**src/rtl/cpu32_mem_pkg.sv**
```systemverilog
// Shared types and constants for the CPU32 unified-memory port arbiter.
package cpu32_mem_pkg;
    typedef enum logic {
        IDLE    = 1'b0,
        RD_WAIT = 1'b1
    } state_t;

    localparam logic REQ_FETCH   = 1'b0;
    localparam logic REQ_DATA    = 1'b1;
    localparam int   MEM_LAT_MAX = 4;
    localparam int   CNT_W       = $clog2(MEM_LAT_MAX + 1);
endpackage

```
**src/rtl/mem_arb_pick.sv**
```systemverilog
// Two-requester winner select; MEM_ARB_RR_EN makes ties go to the requester
// not granted most recently, otherwise DATA always wins a tie.
module mem_arb_pick
    import cpu32_mem_pkg::*;
(
    input  logic en_i,
    input  logic req_fetch_i,
    input  logic req_data_i,
    input  logic last_i,
    output logic gnt_fetch_o,
    output logic gnt_data_o
);
    logic data_first;

`ifdef MEM_ARB_RR_EN
    assign data_first = (last_i == REQ_FETCH);
`else
    logic unused_last;
    assign unused_last = last_i;
    assign data_first  = 1'b1;
`endif

    assign gnt_data_o  = en_i & req_data_i  & (~req_fetch_i | data_first);
    assign gnt_fetch_o = en_i & req_fetch_i & (~req_data_i  | ~data_first);
endmodule

```
**src/rtl/mem_port_arbiter.sv**
```systemverilog
// Shares one synchronous memory between the fetch and load/store ports with a
// single outstanding read. Optional round-robin tie-break: MEM_ARB_RR_EN.
//
// state   | meaning
// IDLE    | no read outstanding, grants allowed
// RD_WAIT | read in flight, grant only in the cycle its data returns
module mem_port_arbiter
    import cpu32_mem_pkg::*;
#(
    parameter int AW      = 32,
    parameter int DW      = 32,
    parameter int MEM_LAT = 1
) (
    input  logic          clk_i,
    input  logic          rst_i,
    input  logic          if_req_i,
    input  logic [AW-1:0] if_addr_i,
    output logic          if_gnt_o,
    output logic          if_rvalid_o,
    output logic [DW-1:0] if_rdata_o,
    input  logic          d_req_i,
    input  logic          d_we_i,
    input  logic [AW-1:0] d_addr_i,
    input  logic [DW-1:0] d_wdata_i,
    output logic          d_gnt_o,
    output logic          d_rvalid_o,
    output logic [DW-1:0] d_rdata_o,
    output logic          mem_en_o,
    output logic          mem_we_o,
    output logic [AW-1:0] mem_addr_o,
    output logic [DW-1:0] mem_wdata_o,
    input  logic [DW-1:0] mem_rdata_i
);
    state_t           state_q;
    logic [CNT_W-1:0] cnt_q;
    logic             owner_q;
    logic             last_gnt;
    logic             expire;
    logic             grant_ok;
    logic             gnt_if;
    logic             gnt_d;
    logic             is_read;

`ifdef MEM_ARB_RR_EN
    logic rr_q;
    assign last_gnt = rr_q;
`else
    assign last_gnt = REQ_FETCH;
`endif

    // Counter holds MEM_LAT..1 while waiting; 1 marks the data-return cycle.
    assign expire   = (state_q == RD_WAIT) && (cnt_q == CNT_W'(1));
    assign grant_ok = ~rst_i & ((state_q == IDLE) | expire);

    mem_arb_pick u_pick (
        .en_i        (grant_ok),
        .req_fetch_i (if_req_i),
        .req_data_i  (d_req_i),
        .last_i      (last_gnt),
        .gnt_fetch_o (gnt_if),
        .gnt_data_o  (gnt_d)
    );

    assign is_read     = gnt_if | (gnt_d & ~d_we_i);
    assign if_gnt_o    = gnt_if;
    assign d_gnt_o     = gnt_d;
    assign mem_en_o    = gnt_if | gnt_d;
    assign mem_we_o    = gnt_d & d_we_i;
    assign mem_addr_o  = gnt_d ? d_addr_i : (gnt_if ? if_addr_i : '0);
    assign mem_wdata_o = gnt_d ? d_wdata_i : '0;

    assign if_rvalid_o = ~rst_i & expire & (owner_q == REQ_FETCH);
    assign d_rvalid_o  = ~rst_i & expire & (owner_q == REQ_DATA);
    assign if_rdata_o  = if_rvalid_o ? mem_rdata_i : '0;
    assign d_rdata_o   = d_rvalid_o  ? mem_rdata_i : '0;

    always_ff @(posedge clk_i) begin
        if (rst_i) begin
            state_q <= IDLE;
            cnt_q   <= '0;
            owner_q <= REQ_FETCH;
`ifdef MEM_ARB_RR_EN
            rr_q    <= REQ_FETCH;
`endif
        end else begin
            if (state_q == RD_WAIT) begin
                cnt_q <= cnt_q - CNT_W'(1);
                if (expire) begin
                    state_q <= IDLE;
                end
            end
            // A new read issued in the expiry cycle overrides the return to IDLE.
            if (is_read) begin
                state_q <= RD_WAIT;
                cnt_q   <= CNT_W'(MEM_LAT);
                owner_q <= gnt_d ? REQ_DATA : REQ_FETCH;
            end
`ifdef MEM_ARB_RR_EN
            if (gnt_if | gnt_d) begin
                rr_q <= gnt_d ? REQ_DATA : REQ_FETCH;
            end
`endif
        end
    end
endmodule

```
**config.mk**
```make
export PLATFORM = sky130hd
export DESIGN_NAME = mem_port_arbiter
export DESIGN_NICKNAME = d
export VERILOG_FILES = /design/src/rtl/cpu32_mem_pkg.sv /design/src/rtl/mem_arb_pick.sv /design/src/rtl/mem_port_arbiter.sv
export SDC_FILE = /design/constraint.sdc
export NUM_CORES = 1
export LEC_CHECK = 0
export BUFFER_PORTS_ARGS = -buffer_cell sky130_fd_sc_hd__buf_2
export CORE_AREA = 5 5 99 101
export DETAILED_ROUTE_END_ITERATION = 8
export DIE_AREA = 0 0 104 106
export GPL_ROUTABILITY_DRIVEN = 0
export GPL_TIMING_DRIVEN = 0
export PLACE_DENSITY_LB_ADDON = 0.08
export SYNTH_ARGS = -nofsm -noshare
export SYNTH_HDL_FRONTEND = slang
export SYNTH_SLANG_ARGS = --single-unit
```
**constraint.sdc**
```tcl
create_clock -name clk_i -period 2.2 [get_ports clk_i]
set_input_delay 0.22 -clock clk_i [delete_from_list [all_inputs] [get_ports clk_i]]
set_output_delay 0.22 -clock clk_i [all_outputs]
set_load 0.05 [all_outputs]
```
==> After elaboration in Yosys (flattened, before gate mapping) <==
Index checks and enable logic that the tools add are counted.
Widths: inputs -> output; s select.
{ "totals": {"regBits": 5, "in_bits": 133, "output_inout_bits": 134, "word_cells": 37} }
{ "op_classes": {"addsub": 1, "eq_ne": 1, "n_mux": 11, "bitwise_logic": 17, "reduce_logical": 3} }
{ "op_table": {"columns": ["operator", "count"], "rows": [
  ["$mux 32", 5],
  ["$and 1x1->1", 9],
  ["$mux 1", 6],
  ["$not 1->1", 5],
  ["$eq 3x1->1 const B", 1],
  ["$or 1x1->1", 3],
  ["$sub 3x1->3 const B", 1],
  ["$reduce_bool 2->1", 1],
  ["$reduce_or 2->1", 1],
  ["$logic_and 1x1->1", 1]
]} }

==> Depth between registers and ports, before layout <==
{ "depth": {"depth_word": 8, "mapped_depth": 6, "ltp_nobuf": 5} }

==> Modules after synthesis <==
A second synthesis with hierarchy kept.
{ "unflattened": {"cells_unflattened": 181, "area_unflattened_um2": 1305.0} }
{ "modules_own_cells": {"columns": ["module", "n_inst", "cells_each", "area_each_um2", "seq_area_each_um2"], "rows": [
  ["mem_port_arbiter", 1, 179, 1288.7, 100.1],
  ["mem_arb_pick", 1, 2, 16.3, 0.0]
]} }

==> Worst setup path before layout <==
Ideal clock, no wire load.
{ "synth_path": {"path_kind": "reg2out", "startpoint": "reg cnt_q[0]", "endpoint": "out mem_addr_o[10]", "arrival_ns": 1.706, "required_ns": 1.980, "path_slack_ns": 0.274, "stages_incl_launch_ff": 6, "path_buffers": 1, "path_cell_list": "dfxtp_1 ha_1 nand2b_4 a21o_1 buf_2 nor2_1"} }
{ "synth_between": {"elab_chain_len": 8, "word_cells_on_any_way": 9, "classes_between": "eq/ne: 1; mux: 2; bitwise: 5; reduce/logical: 1"} }
{ "synth_lines": {"columns": ["item", "line", "text"], "rows": [
  ["start, declared", "mem_port_arbiter.sv:35", "logic [CNT_W-1:0] cnt_q;"],
  ["start signal, assigned", "mem_port_arbiter.sv:87", "cnt_q <= cnt_q - CNT_W'(1);"],
  ["start signal, assigned", "mem_port_arbiter.sv:95", "cnt_q <= CNT_W'(MEM_LAT);"],
  ["$eq 3x1->1 (*)", "mem_port_arbiter.sv:52", "assign expire = (state_q == RD_WAIT) && (cnt_q == CNT_W'(1));"],
  ["$logic_and 1x1->1 (*)", "mem_port_arbiter.sv:52", null],
  ["$or 1x1->1 (*)", "mem_port_arbiter.sv:53", "assign grant_ok = ~rst_i & ((state_q == IDLE) | expire);"],
  ["$and 1x1->1 (*)", "mem_port_arbiter.sv:53", null],
  ["$and 1x1->1 (2 in series)", "mem_arb_pick.sv:24", "assign gnt_fetch_o = en_i & req_fetch_i & (~req_data_i | ~data_first);"],
  ["$mux 32", "mem_port_arbiter.sv:69", "assign mem_addr_o = gnt_d ? d_addr_i : (gnt_if ? if_addr_i : '0);"],
  ["$mux 32 (*)", "mem_port_arbiter.sv:69", null],
  ["end, declared", "mem_port_arbiter.sv:30", "output logic [AW-1:0] mem_addr_o,"]
]} }
Mark *: on every way between the ends. The rest lies on a longest branch, timed or not.

==> Worst setup path after layout <==
{ "layout_path": {"startpoint": "reg cnt_q[0]", "endpoint": "out d_rdata_o[16]"} }
{ "layout_between": {"elab_chain_len": 5} }
{ "layout_lines": {"columns": ["item", "line", "text"], "rows": [
  ["$eq 3x1->1", "mem_port_arbiter.sv:52", null],
  ["$logic_and 1x1->1", "mem_port_arbiter.sv:52", null],
  ["$and 1x1->1 (2 in series)", "mem_port_arbiter.sv:73", "assign d_rvalid_o = ~rst_i & expire & (owner_q == REQ_DATA);"],
  ["$mux 32", "mem_port_arbiter.sv:75", "assign d_rdata_o = d_rvalid_o ? mem_rdata_i : '0;"],
  ["end, declared", "mem_port_arbiter.sv:27", "output logic [DW-1:0] d_rdata_o,"]
]} }
Every way passes these cells.

==> reports/results.txt <==
Status = finished clean
Final cycle utilization of the critical path = 96.1%
Starting Density = 16.4%
PnR worst setup slack = 85.4 ps
WS Path Type = reg -> out
Global routing usage on met2 = 25.6%
Clock Sinks = 5
Minimum clock period = 2110 ps
Placeable Area = 8930 um^2
Pins Over Slew Limit = 0
Clk root buf = clkbuf_8
Flop pwr share = 10.4%
Via density per instance = 4.22
Placed instance count = 597
Num rows = 35
Mapped Cells = 222
Commonest non-fill, non-tap cells in the layout = 265 x buf_2, 66 x and2_1, 35 x nor2_1
CTS hold repair buffers = 0
Busiest grt layer = met2
Max-cap violations = 0
Nets@finish = 630
Syn nets = 357
Setup crit start kind = flop
Routed len/inst = 13.7 um
Overall power = 1010 uW
GRT Total Usage = 12.9%
Post-synthesis sequential area ratio = 6.81%
Pre-CTS setup slack = 238 ps
Antenna-violating nets left = 0
Die X = 104 um
Cell Area, Placed = 2930 um^2
Synth warn = 0
Drt pass-1 iters = 4
Switching pwr = 554 uW
Power density over cell area = 334 nW/um^2
Final-report hold violation count = 0
Worst Path Arrival = 1890 ps
Ratio of cells with drive above 1 in the final layout = 60.1%
Syn Area/Cell = 6.62 um^2
Crit path required time = 1980 ps
First-pass GRT wire length = 12.0 mm
Combinational fraction of design power = 73.1%
Die area = 11,000 um^2
Maximum vdd drop = 0.000110 V
Worst Max-Slew Pin Slew = 488 ps
Grt met1 use = 12.6%
Cell taking the most area after synthesis = and2_1
Vias in the first global route = 2,399
Worst Skew = 0.787 ps
Min-Delay Path Depth = 3
Area grow syn2layout = 107%
Fmax = 0.473 GHz
TritonCTS Buffers = 3
Antenna violations before repair = 0
Relative slew slack = 67.4%
DPL Wire Length = 7.16 mm
Post-route cell area = 3040 um^2
Worst-Skew Late Latency = 220 ps
Leading cell type in the layout, fill and taps excluded = buf_2
Routed via count = 2,553
Met3 Track Usage GR = 5.22%
Layout Utilization = 34.0%
Worst min-delay path class = in -> reg
CTS clk-pin slew, worst paths = 40 ps
Htree depth = 1
Synth top area cells = and2_1 28%, a22oi_1 16%, and3_1 14%
Sw Ratio = 54.6%
Finish-stage setup viols = 0
Mapped cell area = 1470 um^2
Crit path max fanout = 10
Iter 0 DRT Violations = 72
Int Pwr = 461 uW
Register bit total from synthesis = 5
Pin count of the biggest net entering global routing = 11
Clock network power share = 16.5%
TritonCTS clock tree = done
Grt ovf = 0
Clk buf depth = 2
Leakage = 0.00202 uW
Ant diodes = 0
# DRC = 0
Fin cells = 605
IO Port Bufs = 264
FF-to-FF path depth = 4
Die Y = 106 um
Worst setup EP type = output port
Share of the synthesized area in the top cell type = 28.1%
I/O Pins = 267
Final wirelength = 8.26 mm
Synth unique cells = 24
==> power groups by stage <==
| stage | clock (uW) | combinational (uW) | sequential (uW) |
|---|---|---|---|
| finish | 167 | 742 | 106 |
| global route | 176 | 796 | 107 |
| CTS | 172 | 743 | 106 |
| detailed placement | 0 | 739 | 107 |
| global placement | 0 | 738 | 107 |
| floorplan | 0 | 500 | 106 |
==> cells by family (layout without fill, tap and decap cells) <==
kind of cell	Yosys count	in the layout	share of synthesized area (%)
AND/OR/NAND/NOR	141	141	56.2
AO/OA/AOI/OAI	42	42	21.8
flip-flops	5	5	6.81
buffers and inverters	30	302	12.3
adder cells (fa/ha/maj)	2	2	1.70
XOR/XNOR	2	2	1.19
==> final cells by class <==
type,count,area [um^2]
Buffer,26,166
Clock buffer,4,45.0
Fill cell,984,5900
Inverter,4,17.5
Multi-Input combinational cell,187,1200
Sequential cell,5,100
Tap cell,111,139
Timing Repair Buffer,268,1370
==> worst max-delay path, stage by stage, from the launching register on <==
cell and delay (ps):
dfxtp_1 370, ha_1 210, nand2b_4 120, nor4_4 280, buf_4 190, buf_6 130
and2_1 130, buf_2 260
==> repair_timing <==
| action | CTS | global route |
|---|---|---|
| cloned | 0 | 0 |
| resized for setup | 3 | 11 |
| buffers inserted | 0 | 4 |
| pin swaps | 0 | 2 |
| setup endpoints to repair | 4 | 65 |
| endpoints found under the hold margin | 0 | 0 |
==> stage by stage <==
stage,TNS [ps],hold slack [ps]
floorplan,0,390
CTS,0,315
global route,-98.1,346
finish,0,324
detailed placement,0,500
global placement,0,490
==> Yosys cell counts <==
library cell	number
ha_1	2
a2111oi_0	1
nor2b_1	1
inv_4	1
and2_1	66
inv_1	3
and3_1	33
nor2_1	35
a221oi_1	2
clkbuf_1	9
dfxtp_1	5
nor3_1	1
a21o_1	3
a22oi_1	32
xor2_1	2
buf_6	7
o21bai_1	1
a21oi_2	1
a21oi_1	1
o21ba_2	1
nor4_4	2
buf_2	10
nand2b_4	1
nand2_1	2
==> state kept, by name, indices dropped and copies added, names as in the netlist <==
signal,cells
cnt_q,3
owner_q,1
state_q,1
==> metal layers <==
layer,vias to the layer above,routed length [um]
met5,-,0
met4,0,44
met3,4,999
met2,152,4450
met1,1096,2760
li1,1301,-
==> path summary, 6_finish.rpt <==
check | startpoint | to | slack (ps)
hold reg to reg | cnt_q[1] | cnt_q[1] | 500
hold / removal | d_we_i | owner_q | 320
setup / recovery | cnt_q[0] | d_rdata_o[16] | 90
setup reg to reg | cnt_q[0] | cnt_q[1] | 760
Power figures use the tool's default switching activity.
